## src/rtl/countdown_timer.sv

```systemverilog
// Loadable down-counter: start value arrives over a valid/ready handshake, counts down by G_STEP
// and pulses terminal when it reaches G_COUNT_TO, then either stops or reloads.
module countdown_timer #(
  parameter int G_DATA_WIDTH  = 8,
  parameter int G_COUNT_FROM  = 2 ** (G_DATA_WIDTH - 1),
  parameter int G_COUNT_TO    = 0,
  parameter int G_STEP        = 1,
  parameter bit G_AUTO_RELOAD = 1'b0
) (
  input  logic                    clock,
  input  logic                    reset_n,
  input  logic                    count_enable,
  input  logic                    load_valid,
  input  logic [G_DATA_WIDTH-1:0] load_value,
  output logic                    load_ready,
  output logic [G_DATA_WIDTH-1:0] count,
  output logic                    terminal,
  output logic                    busy
);

  localparam int W = G_DATA_WIDTH;
  localparam logic [W-1:0] COUNT_FROM_V = W'(G_COUNT_FROM);
  localparam logic [W-1:0] COUNT_TO_V   = W'(G_COUNT_TO);
  localparam logic [W-1:0] STEP_V       = W'(G_STEP);
  // One extra bit so COUNT_TO + STEP cannot wrap for values near the top of the range.
  localparam logic [W:0]   TERM_THRESH  = (W + 1)'(G_COUNT_TO + G_STEP);

  typedef enum logic [1:0] {
    ST_IDLE = 2'd0,
    ST_RUN  = 2'd1,
    ST_DONE = 2'd2
  } state_t;

  state_t         state_reg,    state_next;
  logic [W-1:0]   count_reg,    count_next;
  logic [W-1:0]   reload_reg,   reload_next;
  logic           terminal_reg, terminal_next;
  logic           busy_reg,     busy_next;
  logic           pending_reg,  pending_next;
  logic           at_terminal;

  assign at_terminal = ({1'b0, count_reg} <= TERM_THRESH);

  always_comb begin
    state_next    = state_reg;
    count_next    = count_reg;
    reload_next   = reload_reg;
    terminal_next = 1'b0;
    pending_next  = pending_reg;
    case (state_reg)
      ST_IDLE, ST_DONE: begin
        if (load_valid) begin
          count_next   = load_value;
          reload_next  = load_value;
          pending_next = 1'b0;
          state_next   = ST_RUN;
        end
      end
      ST_RUN: begin
        if (count_enable) begin
          // In auto-reload the edge after a terminal pulse restores the start value silently.
          if (G_AUTO_RELOAD && pending_reg && (count_reg == COUNT_TO_V)) begin
            count_next   = reload_reg;
            pending_next = 1'b0;
          end else if (at_terminal) begin
            count_next    = COUNT_TO_V;
            terminal_next = 1'b1;
            if (G_AUTO_RELOAD) begin
              pending_next = 1'b1;
            end else begin
              state_next = ST_DONE;
            end
          end else begin
            count_next = count_reg - STEP_V;
          end
        end
      end
      default: begin
        state_next = ST_IDLE;
      end
    endcase
    busy_next = (state_next == ST_RUN);
  end

  always_ff @(posedge clock or negedge reset_n) begin
    if (!reset_n) begin
      state_reg    <= ST_IDLE;
      count_reg    <= COUNT_FROM_V;
      reload_reg   <= COUNT_FROM_V;
      terminal_reg <= 1'b0;
      busy_reg     <= 1'b0;
      pending_reg  <= 1'b0;
    end else begin
      state_reg    <= state_next;
      count_reg    <= count_next;
      reload_reg   <= reload_next;
      terminal_reg <= terminal_next;
      busy_reg     <= busy_next;
      pending_reg  <= pending_next;
    end
  end

  assign load_ready = (state_reg != ST_RUN);
  assign count      = count_reg;
  assign terminal   = terminal_reg;
  assign busy       = busy_reg;

endmodule

```

## config.mk

```make
export PLATFORM = sky130hd
export DESIGN_NAME = countdown_timer
export DESIGN_NICKNAME = d
export VERILOG_FILES = /design/src/rtl/countdown_timer.sv
export SDC_FILE = /design/constraint.sdc
export NUM_CORES = 1
export LEC_CHECK = 0
export BUFFER_PORTS_ARGS = -buffer_cell sky130_fd_sc_hd__buf_2
export CORE_MARGIN = 10
export CORE_UTILIZATION = 48
export DETAILED_ROUTE_END_ITERATION = 6
export PLACE_DENSITY = 0.76
export REMOVE_ABC_BUFFERS = 1
export SYNTH_ARGS = -nofsm -noshare
export SYNTH_HDL_FRONTEND = slang
export SYNTH_SLANG_ARGS = --single-unit
```

## constraint.sdc

```tcl
create_clock -name clock -period 2.2 [get_ports clock]
set_clock_uncertainty 0.1 [all_clocks]
set_input_delay 0.33 -clock clock [delete_from_list [all_inputs] [get_ports clock]]
set_output_delay 0.33 -clock clock [all_outputs]
set_load 0.05 [all_outputs]
```

# Word level (Yosys, flattened, before mapping)
# Index checks and enable logic that the tools add are counted.
[word_totals]
regBits = 12
wordCells = 27
[classes]
addsub = 1
magnitude_cmp = 1
n_eq_ne = 6
mux = 11
reduce_logical = 4
[ops]
columns = ["op", "count"]
rows = [
  ["$mux W8", 3],
  ["$pmux W8 S2", 1],
  ["$le A8 B1 Y1 const B", 1],
  ["$sub A8 B1 Y8 const B", 1],
  ["$mux W2", 3],
  ["$eq A2 B1 Y1 const B", 2],
  ["$ne A2 B2 Y1 const B", 2],
  ["$pmux W2 S2", 1],
  ["$mux W1", 3],
  ["$reduce_and A3 Y1", 1],
  ["$eq A2 B2 Y1 const B", 1],
  ["$logic_not A2 Y1", 1],
  ["$ne A2 B1 Y1 const B", 1],
  ["$reduce_bool A2 Y1", 1],
  ["$reduce_or A2 Y1", 1],
]

# Logic depth before layout (Yosys ltp)
# Gate-level depths: netlist (run 1).
[logic_depth]
depth_word = 5
mapped_depth = 7
depth_no_buf = 6

# Least setup slack after synthesis (run 1)
# OpenSTA, ideal clock, no wires.
[synth_path]
kind = "reg2reg"
startpoint = "register count_reg[6] (netlist: count[6])"
endpoint = "register count_reg[3] (netlist: count[3])"
setup_ps = 121
arrival_time_ps = 2019
t_required_ps = 1979
slack_ps = -40
stages_incl_launch_ff = 5
path_buffers = 0
path_cell_list = "dfrtp_1 > or4_4 > o41ai_4 > o21ai_1 > a22o_1"
[synth_via]
elab_chain_len = 4
[synth_lines]
columns = ["item", "line_no", "rtl"]
rows = [
  ["start: declaration", "35", "logic [W-1:0] count_reg, count_next;"],
  ["start signal: assignment", "95", "count_reg <= count_next;"],
  ["$le A8 B1 Y1", "42", "assign at_terminal = ({1'b0, count_reg} <= TERM_THRESH);"],
  ["$mux W8", "65", "end else if (at_terminal) begin"],
  ["$mux W8", "60", "if (count_enable) begin"],
  ["$pmux W8 S2", "50", "case (state_reg)"],
]
# Every way passes these cells. The select of a mux whose other input is x is not followed.
# A chain may end at the register's enable or synchronous reset.

# Worst setup path after layout (run 1)
# Same ends and word-level chain as after synthesis.

==> results.txt, run 1 <==
The run finished with clean final reports. The area added between synthesis and finish was 28.2%. The logs give 0.525 for the starting density of the core and 0.681 for the max-slew headroom at the worst pin.

The highest attainable clock frequency came out at 0.479 GHz. For the worst flop-to-flop path, the logic depth is 5. The tools report the via count of the first global-routing pass as 720. The smallest setup slack after layout was 0.110 ns; the total of endpoints with negative setup slack in the final report was 0. Summing all multi-input logic gate instances after layout gives 369 um^2.

The dominant synthesized flop cell is dfrtp_1. The worst hold path cell count works out to 3. The combined buffer and inverter count along the critical path was 1; the number of buffers created by CTS was 3. The global-route wire length before repair came out at 3150 um. The hold path startpoint is load_value[7]. The maximum fanout along the worst path was 4.

The global placement routability congestion is 0.783. For the number of buffers on the longest clock path, the log shows 2. Reg-to-reg endpoint: count[3]$_DFFE_PN0P_. Summing all placed instances gives a cell area of 852 um^2. The tools report the type of element launching the critical path as a register.

Final worst-path cycle share: 0.950. The count of pins on the block boundary is 23, and the critical path required time is 2.28 ns. The maximum level of the CTS H-tree is 1, and the proportion of register bits with asynchronous set or reset after synthesis is 1.00. The endpoint of the worst hold path was count[7]$_DFFE_PN1P_. The minimum setup slack after placement is 0.138 ns. Shortest clock period the worst path allows after layout: 2.09 ns. Final non-filler cell area: 898 um^2. The tools report the nature of the critical path endpoint as a register. In the final routed layout, each cell accounts on average for 15.6 um.

Most frequent standard cell in the layout excluding fill and tap cells: buf_2. Once the clock tree was built, the setup fixing pass inserted 0 buffers. For the share of the yosys chip area belonging to registers, the log shows 0.430. In this run the register-to-register setup slack is 0.11 ns. The core region is 1330 um^2. Setup repair after global routing left no endpoint under its margin. In the synthesized netlist, the number of instances is 78. Entering global routing, the biggest net connects 15 pins. The startpoint identified for the worst register-to-register timing path is count[6]$_DFFE_PN0P_. The sum of negative setup slack is 0 ns.

The Yosys step of the flow raised 0 warnings. Clock-pin slew was measured on the worst setup and hold paths at 0.08 ns. In the final design database the tool counted 121 nets.

The run gives 0.28 ns as the insertion delay of the later-clocked pin in the worst-skew pair. At the worst endpoint, the arrival time is 2.17 ns. The register with the most flip-flops in the layout has 8 of them. The tools report the CTS root buffer as clkbuf_4.

Walking the worst path, the cells encountered are or4_4, o41ai_4, buf_4, o21ai_1, a22o_1. The count of antenna diodes in the layout was 0. Summing all flip-flop and latch instances after layout gives 302 um^2. TritonCTS built the clock tree. Global routing finished with a remaining overflow of 0.

The number of detailed-route iterations in the first pass is 4, and the number of flops mapped to enable cells by yosys is 0. Measured along the y axis, the die boundary spans 58.2 um. The worst hold path belongs to the class in -> reg. The critical path's top delay family is compound AO/OA/AOI/OAI gates. The fill cell total of the finished layout is 118, and the via density per instance is 5.86. The fraction of final layout cells sized beyond drive strength 1 was 0.321; the post-synthesis area per instance was 8.98 um^2.

Antenna violation net count after detailed routing: 0. The detailed router placed 709 vias in this run. The tools report the overall fraction of global-route tracks in use as 0.114. The logs give 3390 um^2 for the area of the die and 701 um^2 for the summed instance area of the synthesized netlist. In the layout the commonest cells are buf_2, dfrtp_1, nor2_1. Input and output buffers added on the ports amount to 22. The run gives 26 as the number of distinct library cell variants in the gate-level netlist after synthesis. After synthesis the netlist holds a flip-flop and latch count of 12.

After the first detailed-routing iteration, the DRC count stood at 26. The max-capacitance violation count is 0, and the worst-margin pin slew is 0.477 ns. The total count of max-transition violations in the final report is 0.

The routed design has 1880 um of wire. For the post-detailed-route DRC marker count, the log shows 0. For this design, the sink count on the clock tree is 12.

The tools report the number of rows created at floorplan as 13. The worst setup path is of the reg -> reg kind. The horizontal die dimension was 58.2 um; the number of antenna violations at the first check in global routing was 0. The HPWL after detailed placement is 1430 um.

The final number of hold-violating endpoints is 0, and the biggest cell delay along the critical path is 0.58 ns. The library cell contributing the largest single delay on the critical path is or4_4.
[per-layer routing]
layer	routed length (um)	track usage	vias up
met3	157	0.0458	5
met4	36	0.0503	0
met1	818	0.134	334
li1	-	-	342
met2	870	0.178	28
met5	0	0	-
[tightest hold or removal path: stages]
cell	delay [ns]
buf_2	0.09
nand3_1	0.05
nand3_1	0.06
[area by class of cell]
class / count / area share
well taps: 15 / 0.0209
clock buffers: 4 / 0.0404
multi-input cells: 58 / 0.411
inverters: 4 / 0.0167
flip-flops and latches: 12 / 0.336
repair buffers: 28 / 0.175
[what timing repair did]
action                                 CTS  global route
resized for setup                        0             0
endpoints found under the hold margin   11             0
hold buffers                             1             0
[through the flow]
| stage | utilization | instances | hold slack, ns |
|---|---|---|---|
| after floorplan | - | 74 | -0.0656 |
| after global placement | 0.639 | 116 | 0.118 |
| after detailed placement | 0.639 | 116 | 0.122 |
| after CTS | 0.674 | 121 | 0.171 |
| after global routing | 0.674 | 121 | 0.177 |
| final | 0.674 | 121 | 0.164 |
[how the worst max path moves through the flow]
stage / startpoint / end / slack, ns / cells past startpoint
after floorplan: count[6]$_DFFE_PN0P_ / count[3]$_DFFE_PN0P_ / -0.04 / 4
after global routing: state_reg[0]$_DFF_PN0_ / load_ready / 0.06 / 4
final: count[6]$_DFFE_PN0P_ / count[3]$_DFFE_PN0P_ / 0.11 / 5
after CTS: count[6]$_DFFE_PN0P_ / count[3]$_DFFE_PN0P_ / 0.12 / 5
after global placement: count[6]$_DFFE_PN0P_ / count[3]$_DFFE_PN0P_ / 0.19 / 5
after detailed placement: count[6]$_DFFE_PN0P_ / count[5]$_DFFE_PN0P_ / 0.14 / 5
[cells by family after synthesis]
group | share of synthesized area
fa+ha+maj | 0.0357
flops | 0.430
simple gates | 0.218
buf+inv | 0.0428
compound gates | 0.273
[synth_stat cells, drive strengths merged (3+ instances only)]
cell type / instances / area share
o21ai: 10 / 0.071
a2bb2oi: 3 / 0.038
nor2: 8 / 0.043
dfrtp: 11 / 0.39
clkbuf: 4 / 0.021
inv: 4 / 0.021
nand2: 6 / 0.032
or4: 3 / 0.037
a21o: 3 / 0.032
a21oi: 6 / 0.043
Power of run 1 is left out: the tool's default activity adds up to more than one toggle a clock period on the data nets, which glitch-free logic cannot reach.
==> inputs of run 2 (changes only) <==
--- a/config.mk
+++ b/config.mk
@@ -9,7 +9,7 @@
 export CORE_MARGIN = 10
 export CORE_UTILIZATION = 48
 export DETAILED_ROUTE_END_ITERATION = 6
-export PLACE_DENSITY = 0.76
+export PLACE_DENSITY = 0.79
 export REMOVE_ABC_BUFFERS = 1
 export SYNTH_ARGS = -nofsm -noshare
 export SYNTH_HDL_FRONTEND = slang
==> results.txt, run 2 (same netlist as run 1, synthesis figures left out) <==
The flow ran to the end, and the final reports show no timing, DRC or antenna violations. The count of vias placed by the detailed router was 723. The initialized floorplan defines 13 standard-cell rows. At the end of routability-driven placement, the weighted congestion stood at 0.805. The clock drives 12 sinks. In this run the worst hold path is classified as in -> reg. For the total number of nets in the final design, the log shows 122.

The via count of the first global-routing pass was 740; the insertion delay of the later-clocked pin in the worst-skew pair was 0.27 ns. The die is 58.2 um tall. Setup repair after global routing left no endpoint under its margin. Most crowded layer after global routing: met2. The total congestion overflow after global routing was 0. The starting density of the core is 0.525.

In the layout the commonest cells are buf_2, dfrtp_1, nor2_1. The worst-margin pin slew is 0.544 ns, and the maximum fanout along the worst path is 6. The die is 58.2 um wide. Entering global routing, the biggest net connects 14 pins. The final worst-path cycle share was 0.923. After detailed placement, the design holds a cell count of 117. After routing, the total negative slack on setup checks comes to 0 ns.

The routing usage on met2 is 0.181. For the maximum level of the CTS H-tree, the log shows 1. The clock passes through at most 2 buffers. The combined buffer and inverter count along the critical path works out to 1. For this run, design rule violations remaining after detail routing come to 0. The tool flagged a number of max-cap violations equal to 0. The first detailed-routing pass took 4 iterations.

On the worst path, the slowest cell contributes a delay of 0.55 ns. Once detail routing completed, the nets flagged for antenna violations numbered 0. Highest attainable clock frequency: 0.493 GHz.

Compared with the post-synthesis result, the final layout area differs by 27.9%. The worst setup path is launched from a register. The critical path goes through or4_4, o41ai_4, buf_4, o21ai_1, a22o_1. For the count of pins on the block boundary, the log shows 23. Among all stages on the critical path, the largest delay is contributed by or4_4. The fraction of final layout cells sized beyond drive strength 1 came out at 0.318.

The cell family contributing the most delay on the critical path is compound AO/OA/AOI/OAI gates. The quantity of I/O buffers inserted on ports works out to 22. STA puts the critical path data required time at 2.27 ns. The run gives 0.121 as the overall fraction of global-route tracks in use. The number of buffers created by CTS is 3, and the clock slew seen by the registers of the worst setup and hold paths is 0.08 ns. The register with the most flip-flops in the layout has 8 of them.

The tools report the nature of the critical path endpoint as a register. Via density per instance: 5.93. The run gives 1330 um^2 as the core outline area. The run gives 0.0414 as the met3 track demand over resource in global routing. The max-slew headroom at the worst pin is 0.636, and the average routed wire per standard cell is 16.5 um. The total count of max-transition violations in the final report is 0. The starting DRC count in detailed routing came out at 23.

Fill cells in the final layout number 120. Leaving out fill and tap cells, the most frequent cell in the layout is buf_2. The die covers 3390 um^2. Category of the most critical setup path: reg -> reg.

TritonCTS built the clock tree. The number of antenna violations at the first check in global routing was 0. The tools report the CTS root buffer as clkbuf_4.

Setup violations remaining at the end of the flow were counted as 0. Counting I/O delays and the setup requirement, the final critical path takes 2.03 ns. Data arrives at the worst endpoint at 2.10 ns.

The run gives 1470 um as the HPWL reported at the end of detailed placement. After the flow finishes, the layout carries non-filler instances totaling 122. The met1 global-route usage is 0.146. The sum of routed wire length over all layers was 2020 um; the count of antenna diodes in the layout was 0.

The final number of hold-violating endpoints is 0, and the global-route wire length before repair is 3280 um.
run 2: changes by cell type in the layout (fill, tap and decap cells not counted), sizes merged:
cell,delta
buf,+1
run 2: worst register-to-register path, delay by kind of cell, from the launching register on:
family / cells / cell delay [ns]
compound gates: 3 / 0.63
simple gates: 1 / 0.55
flops: 1 / 0.45
buf+inv: 1 / 0.20
run 2: path summary, 6_finish.rpt:
| check | slack, ns | to | depth (start not counted) | startpoint |
|---|---|---|---|---|
| setup reg to reg | 0.17 | count[3]$_DFFE_PN0P_ | 5 | count[5]$_DFFE_PN0P_ |
| setup / recovery | 0.17 | count[3]$_DFFE_PN0P_ | 5 | count[5]$_DFFE_PN0P_ |
| hold reg to reg | 0.42 | state_reg[1]$_DFF_PN0_ | 1 | state_reg[1]$_DFF_PN0_ |
| min in group asynchronous | 0.35 | state_reg[1]$_DFF_PN0_ | 2 | reset_n |
| hold / removal | 0.18 | count[7]$_DFFE_PN1P_ | 3 | load_value[7] |
| max in group asynchronous | 1.37 | count[7]$_DFFE_PN1P_ | 2 | reset_n |
run 2: repair_timing:
action | in CTS | in global routing
hold buffers | 1 | 0
setup buffers | 0 | 0
gates resized for setup | 0 | 0
endpoints found under the setup margin | 0 | 0
endpoints found under the hold margin | 11 | 0
run 2: final cells by class:
cell class,count,area (um^2),area share
clock buffer,4,26.3,0.0293
inverter,4,15.0,0.0168
multi-input combinational,58,369,0.412
sequential,12,302,0.337
tap,15,18.8,0.0209
timing repair buffer,29,165,0.184
run 2: metrics by stage:
stage	util	hold WS (ns)	area [um^2]	setup WS, ns
after floorplan	-	-0.0656	686	-0.0399
after CTS	0.672	0.174	896	0.170
after detailed placement	0.644	0.123	860	0.192
final	0.672	0.176	896	0.170
after global routing	0.672	0.189	896	0.0722
after global placement	0.644	0.120	860	0.208
run 2: layer usage:
metal  share of wire  vias up
met3            0.10        6
met4           0.028        0
met5               0        -
met1            0.43      339
li1                -      343
met2            0.44       35
Power of run 2 is left out for the same reason.
